<file path="src/rtl/lcd_rom_arbiter.sv">
// rtl/lcd_rom_arbiter.sv - display-priority picture ROM arbiter with gap-gated background reads (optional LCD_ROM_ARB_STATS_EN read counters)
module lcd_rom_arbiter #(
  parameter int ADDR_W       = 16,
  parameter int DATA_W       = 24,
  parameter int ROM_LATENCY  = 1,
  parameter int BG_GAP       = 2,
  parameter int STARVE_LIMIT = 1024
) (
  input  logic              lcd_pclk,
  input  logic              rst_n,
  input  logic              frame_start,
  input  logic              disp_req,
  input  logic [ADDR_W-1:0] disp_addr,
  input  logic              bg_req,
  input  logic [ADDR_W-1:0] bg_addr,
  output logic              bg_gnt,
  output logic              rom_en,
  output logic [ADDR_W-1:0] rom_addr,
  input  logic [DATA_W-1:0] rom_rd_data,
  output logic [DATA_W-1:0] rd_data,
  output logic              disp_rd_valid,
  output logic              bg_rd_valid,
  output logic [1:0]        arb_state,
  output logic              bg_starve
`ifdef LCD_ROM_ARB_STATS_EN
  ,
  output logic [17:0]       disp_rd_cnt,
  output logic [17:0]       bg_rd_cnt
`endif
);

  localparam logic [1:0] ST_IDLE = 2'd0;
  localparam logic [1:0] ST_DISP = 2'd1;
  localparam logic [1:0] ST_GAP  = 2'd2;
  localparam logic [1:0] ST_BG   = 2'd3;

  localparam logic [7:0]  GAP8    = 8'(BG_GAP);
  localparam logic [15:0] LIMIT16 = 16'(STARVE_LIMIT);

  logic [7:0]             r_idle_cnt;
  logic [15:0]            r_wait_cnt;
  logic [15:0]            w_wait_nxt;
  logic                   w_starve_set;
  logic [1:0]             r_state;
  logic [1:0]             w_state_nxt;
  logic                   r_starve;
  logic [ROM_LATENCY-1:0] r_disp_tag;
  logic [ROM_LATENCY-1:0] r_bg_tag;

  // Display always wins; bg only after BG_GAP idle display cycles
  assign bg_gnt   = !disp_req && bg_req && (r_idle_cnt >= GAP8);
  assign rom_en   = disp_req | bg_gnt;
  assign rom_addr = disp_req ? disp_addr : bg_addr;
  assign rd_data  = rom_rd_data;

  assign disp_rd_valid = r_disp_tag[ROM_LATENCY-1];
  assign bg_rd_valid   = r_bg_tag[ROM_LATENCY-1];
  assign arb_state     = r_state;
  assign bg_starve     = r_starve;

  // Count display-idle cycles, saturating at the guard interval
  always_ff @(posedge lcd_pclk or negedge rst_n) begin
    if (!rst_n) begin
      r_idle_cnt <= 8'd0;
    end else if (disp_req) begin
      r_idle_cnt <= 8'd0;
    end else if (r_idle_cnt < GAP8) begin
      r_idle_cnt <= r_idle_cnt + 8'd1;
    end
  end

  // Next bg wait count and the cycle it first reaches the starvation limit
  always_comb begin
    w_wait_nxt = r_wait_cnt;
    if (!bg_req || bg_gnt) begin
      w_wait_nxt = 16'd0;
    end else if (r_wait_cnt != 16'hFFFF) begin
      w_wait_nxt = r_wait_cnt + 16'd1;
    end
    w_starve_set = (w_wait_nxt == LIMIT16) && (r_wait_cnt != LIMIT16);
  end

  // Register the bg wait counter
  always_ff @(posedge lcd_pclk or negedge rst_n) begin
    if (!rst_n) begin
      r_wait_cnt <= 16'd0;
    end else begin
      r_wait_cnt <= w_wait_nxt;
    end
  end

  // Sticky starvation flag; a new set beats a same-cycle frame_start clear
  always_ff @(posedge lcd_pclk or negedge rst_n) begin
    if (!rst_n) begin
      r_starve <= 1'b0;
    end else if (w_starve_set) begin
      r_starve <= 1'b1;
    end else if (frame_start) begin
      r_starve <= 1'b0;
    end
  end

  // Classify this cycle's decision: DISP > BG > GAP > IDLE
  always_comb begin
    w_state_nxt = ST_IDLE;
    if (disp_req) begin
      w_state_nxt = ST_DISP;
    end else if (bg_gnt) begin
      w_state_nxt = ST_BG;
    end else if (bg_req) begin
      w_state_nxt = ST_GAP;
    end
  end

  // Register the arbitration state
  always_ff @(posedge lcd_pclk or negedge rst_n) begin
    if (!rst_n) begin
      r_state <= ST_IDLE;
    end else begin
      r_state <= w_state_nxt;
    end
  end

  // Owner tags travel alongside the ROM read so data returns labelled
  generate
    if (ROM_LATENCY == 1) begin : g_tag1
      // Single-stage owner tag
      always_ff @(posedge lcd_pclk or negedge rst_n) begin
        if (!rst_n) begin
          r_disp_tag <= '0;
          r_bg_tag   <= '0;
        end else begin
          r_disp_tag <= disp_req;
          r_bg_tag   <= bg_gnt;
        end
      end
    end else begin : g_tagn
      // Multi-stage owner tag shift register
      always_ff @(posedge lcd_pclk or negedge rst_n) begin
        if (!rst_n) begin
          r_disp_tag <= '0;
          r_bg_tag   <= '0;
        end else begin
          r_disp_tag <= {r_disp_tag[ROM_LATENCY-2:0], disp_req};
          r_bg_tag   <= {r_bg_tag[ROM_LATENCY-2:0], bg_gnt};
        end
      end
    end
  endgenerate

`ifdef LCD_ROM_ARB_STATS_EN
  logic [17:0] r_disp_rd_cnt;
  logic [17:0] r_bg_rd_cnt;

  assign disp_rd_cnt = r_disp_rd_cnt;
  assign bg_rd_cnt   = r_bg_rd_cnt;

  // Per-frame issued-read counters; frame_start restarts with this cycle's read
  always_ff @(posedge lcd_pclk or negedge rst_n) begin
    if (!rst_n) begin
      r_disp_rd_cnt <= 18'd0;
      r_bg_rd_cnt   <= 18'd0;
    end else if (frame_start) begin
      r_disp_rd_cnt <= {17'd0, disp_req};
      r_bg_rd_cnt   <= {17'd0, bg_gnt};
    end else begin
      if (disp_req && (r_disp_rd_cnt != 18'h3FFFF)) begin
        r_disp_rd_cnt <= r_disp_rd_cnt + 18'd1;
      end
      if (bg_gnt && (r_bg_rd_cnt != 18'h3FFFF)) begin
        r_bg_rd_cnt <= r_bg_rd_cnt + 18'd1;
      end
    end
  end
`endif

endmodule

</file>
<file path="config.mk">
export PLATFORM = sky130hd
export DESIGN_NAME = lcd_rom_arbiter
export DESIGN_NICKNAME = d
export VERILOG_FILES = /design/src/rtl/lcd_rom_arbiter.sv
export SDC_FILE = /design/constraint.sdc
export NUM_CORES = 1
export LEC_CHECK = 0
export CAP_MARGIN = 20
export CELL_PAD_IN_SITES_DETAIL_PLACEMENT = 0
export CELL_PAD_IN_SITES_GLOBAL_PLACEMENT = 1
export CORE_MARGIN = 2
export CORE_UTILIZATION = 25
export CTS_CLUSTER_SIZE = 24
export DETAILED_ROUTE_END_ITERATION = 7
export PLACE_DENSITY = 0.88
export SYNTH_ARGS = -nofsm -noshare
export SYNTH_HDL_FRONTEND = slang
export SYNTH_SLANG_ARGS = --single-unit
</file>
<file path="constraint.sdc">
create_clock -name lcd_pclk -period 2.31 [get_ports lcd_pclk]
set_input_delay 0.462 -clock lcd_pclk [delete_from_list [all_inputs] [get_ports lcd_pclk]]
set_output_delay 0.462 -clock lcd_pclk [all_outputs]
set_load 0.05 [all_outputs]
</file>
## Word level (Yosys, flattened, before mapping)

Cells that the tools add are included.

- Reductions and logical operators: 8
- Mux-type cells: 10
- Bitwise operators: 1
- Equality and inequality tests: 3
- Order comparisons: 2
- Add/subtract/negate cells: 2

Operators by type and width:

| cell | number |
|---|---|
| two-way mux 16 bit | 3 |
| adder 16 x 1 -> 16 bit, second input constant | 1 |
| == test 16 x 11 -> 1 bit, second input constant | 1 |
| two-way mux 8 bit | 2 |
| != test 16 x 11 -> 1 bit, second input constant | 1 |
| != test 16 bit, second input constant | 1 |
| adder 8 x 1 -> 8 bit, second input constant | 1 |
| >= comparator 8 x 2 -> 1 bit, second input constant | 1 |
| < comparator 8 x 2 -> 1 bit, second input constant | 1 |
| two-way mux 2 bit | 3 |
| nonzero test 2 bit | 2 |
| logical AND 1 bit | 3 |
| logical NOT 1 bit | 2 |
| two-way mux 1 bit | 2 |
| logical OR 1 bit | 1 |
| OR 1 bit | 1 |

- Flip-flop bits (word level): 29
- Word-level logic and storage cells: 32

## Depth between registers and ports, before layout

- Depth in word-level cells: 8
- Mapped depth: 8
- Mapped depth without buffers: 7

## Worst setup path before layout

Ideal clock, no wire load.

- Path type: register -> output
- Start point: register r_idle_cnt[4]
- End point: output port rom_en
- Path slack: -0.418 ns
- Arrival time: 2.266 ns
- Data required time: 1.848 ns
- Stages on the path, launching flop included: 6
- Path through: dfrtp_1 or4_4 or4_4 nor2_2 and2b_1 or2_2

- Word-level cells in the longest chain between the ends: 3

RTL lines:

| item | line | RTL |
|---|---|---|
| start, declared | 40 | `logic [7:0] r_idle_cnt;` |
| start signal, assigned | 68 | `r_idle_cnt <= r_idle_cnt + 8'd1;` |
| >= comparator 8 x 2 -> 1 bit | 51 | `assign bg_gnt = !disp_req && bg_req && (r_idle_cnt >= GAP8);` |
| logical AND 1 bit | 51 |  |
| net bg_gnt | 16 | `output logic bg_gnt,` |
| OR 1 bit | 52 | `assign rom_en = disp_req \| bg_gnt;` |
| end, declared | 17 | `output logic rom_en,` |

The timed path passes the listed nets, and every way through them passes these cells.

## Final worst setup path

- Start point: register r_idle_cnt[4]
- End point: output port rom_en

- Word-level cells in the longest chain between the ends: 3

RTL lines:

| item | line |
|---|---|
| >= comparator 8 x 2 -> 1 bit | 51 |
| logical AND 1 bit | 51 |
| OR 1 bit | 52 |

Every way passes these cells.

==> results_dict.tcl <==
set metrics [dict create \
    fin_skew_ps 8.17 \
    hold_buffers 0 \
    yosys.area_share.simple 0.253 \
    fmaxAchievable_ghz 0.360 \
    violations "negative setup slack" \
    synth_edf_count 0 \
    grt_pass1_vias 1631 \
    multi_input_area_um2 988 \
    end_kind "output port" \
    worstRegToRegCells 9 \
    synth_fa_ha_area_frac 0.0256 \
    place_inst 346 \
    fillers 753 \
    ir_drop_v 0.000421 \
    hold_class "reg -> reg" \
    synth_ff_type "dfrtp_1" \
    syn-num-nets 262 \
    min_path_cells 2 \
    slowest_stage "or4_4" \
    track_usage 0.112 \
    synth_common_cells "dfrtp_1, buf_4, nor2_1" \
    synth_most_common_cell "dfrtp_1" \
    syn-cell-area_um2 1960 \
    worstReg2RegEnd "bg_starve" \
    drt_wl_total_mm 4.59 \
    dieArea_um2 8550 \
    cpLargestDelayFamily "simple AND/OR/NAND/NOR gates" \
    critPathLaunchType "flip-flop" \
    power_frac_seq 0.305 \
    synthTopCellsByArea "dfrtp_1, buf_4, mux2_2, nor2_1, ha_1" \
    rsz0062_at_grt "true" \
    clk_latency_ps 280 \
    finalHoldViolCount 0 \
    synth_top_family_by_area "simple AND/OR/NAND/NOR gates" \
    drive_gt1_frac 0.315 \
    ys_types 48 \
    power_frac_comb 0.364 \
    syn_avg_cell_area_um2 9.93 \
    ios 108 \
    die_w_um 92.4 \
    required_ps 1850 \
    muxShareOfSynthArea 0.0972 \
    p_int_mw 1.32 \
    yosysWarningCount 0 \
    first_pass_iters 4 \
    switching_share 0.307 \
    cts_tree "yes" \
    power_density_nw_per_um2 693 \
    cpPeakStageDelay_ps 530 \
    finalCritPeriodShare 1.20 \
    cts_buffers 5 \
    whs_endpoint "bg_starve" \
    maxCapViolations 0 \
    p_sw_mw 0.584 \
    syn-instance-count 197 \
    seq_area_um2 726 \
    p_leak_nw 1.19 \
    detail_route.wl_per_cell_um 12.9 \
    async_reset_ff_frac 1.00 \
    yosysTopAreaCell "dfrtp_1" \
    pwr-share-clk 0.331 \
    ys_ff_latch 29 \
    area_growth_pct 40.4 \
    rr_startpoint "r_idle_cnt[4]" \
    maxSlewHeadroom 0.657 \
    grt_max_degree 30 \
    maxSlewViolCount 0 \
    nets 318 \
    vias 1652 \
    utilization 0.359 \
    path_buf_inv 1 \
    crit_type "reg -> out" \
    period_needed_ps 2780 \
    cpMostUsedCell "or4_4" \
    r2r_slack_ps -190 \
    holdCritStartpoint "bg_starve" \
    synth_compound_area_frac 0.0761 \
    final_antenna_net_count 0 \
    num_rows 32 \
    drt_iter0_drc 66 \
    status "finished with violations" \
    dp_hpwl_mm 3.51 \
    crit_fanout 2 \
    viasPerCell 4.64 \
    design.core.area_um2 7650 \
    ys_seq_area_frac 0.371 \
    antennaDiodeCount 0 \
    antenna_found_initial 0 \
    drc 0 \
    grt_pass1_wl_mm 7.79 \
    post-place-ws_ps -198 \
    arrival_ps 2320 \
    cts_root_buf "clkbuf_8" \
    path_cells "or4_4, or4_4, nor2_4, and2b_4, or2_4, buf_6" \
    overflow 0 \
    tightestPinTransition_ps 513 \
    yosysTopAreaCellShare 0.371 \
    path_clk_slew_ps 70 \
    port_buffers 59 \
    setup_violations 3 \
    die_y_um 92.4 \
    cts_buffer_depth 2 \
    critPathLaunch "r_idle_cnt[4]" \
    layout.cells.non_filler 356 \
    gp_congestion 0.856 \
    fin_ws_ps -470 \
    synth-xor-area-share 0.0403 \
    h-tree-depth 2 \
    setup_tns_ps -1020 \
    cts_num_sinks 29 \
    start_util 0.256 \
]
==> power by group through the flow <==
stage	registers, mW	clock network (mW)	logic [mW]
floorplan	0.612	0	0.451
detailed placement	0.588	0	0.616
global route	0.585	0.670	0.744
global placement	0.587	0	0.607
finish	0.580	0.630	0.692
CTS	0.579	0.641	0.653
==> cells in the final DEF (no fill, tap or decap), drive strengths merged, types with 4 or more instances in the layout <==
cell / netlist / final
xnor2: 4 / 4
nor2b: 7 / 7
clkdlybuf4s50: 0 / 41
nand3: 9 / 9
o21ai: 5 / 5
or4: 4 / 4
buf: 31 / 41
clkbuf: 2 / 5
inv: 5 / 5
nor2: 21 / 21
nor3: 4 / 4
dfrtp: 29 / 29
nor4: 5 / 5
a21oi: 7 / 7
mux2: 16 / 16
nand4: 8 / 8
xor2: 5 / 5
nand2: 5 / 5
ha: 4 / 4
==> worst max path at each step <==
stage,cells after the start,to,slack (ps)
3_5_place_dp,6,rom_en,-200
2_1_floorplan,5,rom_en,-140
5_1_grt,6,rom_en,-540
3_3_place_gp,6,rom_en,-190
6_report,6,rom_en,-470
4_1_cts,6,rom_en,-480
==> cell type report <==
cell class                      count  share of cell area
Clock inverter                      3              0.0237
Timing Repair Buffer               82               0.273
Sequential cell                    29               0.264
Tap cell                          102              0.0465
Clock buffer                        5              0.0251
Multi-Input combinational cell    130               0.360
Inverter                            5             0.00684
==> sequential cells by signal, summed over array words and instances (netlist names) <==
| register | flops |
|---|---|
| bg_rd_valid | 1 |
| disp_rd_valid | 1 |
| r_idle_cnt | 8 |
| bg_starve | 1 |
| r_wait_cnt | 16 |
| arb_state | 2 |
==> repair_timing <==
item,CTS,global route
setup buffers,1,1
pin swaps,1,2
endpoints found under the setup margin,2,3
gates resized for setup,2,4
==> metrics by stage <==
stage	instance area [um2]	hold slack, ps	total power [mW]
final	2750	507	1.90
after global routing	2750	552	2.00
after CTS	2720	501	1.87
after detailed placement	2570	482	1.20
after global placement	2570	472	1.19
after floorplan	1960	166	1.06
==> worst min-delay path, stage by stage, from the launching register on <==
cell	delay (ps)
dfrtp_1	350
nand2b_1	70
o31ai_2	60
==> kinds of logic after synthesis <==
logic type | after synthesis
xor+xnor | 9
compound gates | 22
fa+ha+maj | 4
mux | 17
simple gates | 78
flops | 29
buf+inv | 38
==> layer usage <==
| layer | wire (um) | up-vias | global-route usage | share of wire |
|---|---|---|---|---|
| met5 | 0 | - | 0 | 0 |
| met4 | 68 | 0 | 0.0535 | 0.015 |
| met3 | 313 | 11 | 0.0301 | 0.068 |
| met2 | 2280 | 54 | 0.182 | 0.50 |
| met1 | 1940 | 803 | 0.138 | 0.42 |
| li1 | - | 784 | - | - |
Power figures use the tool's default switching activity.
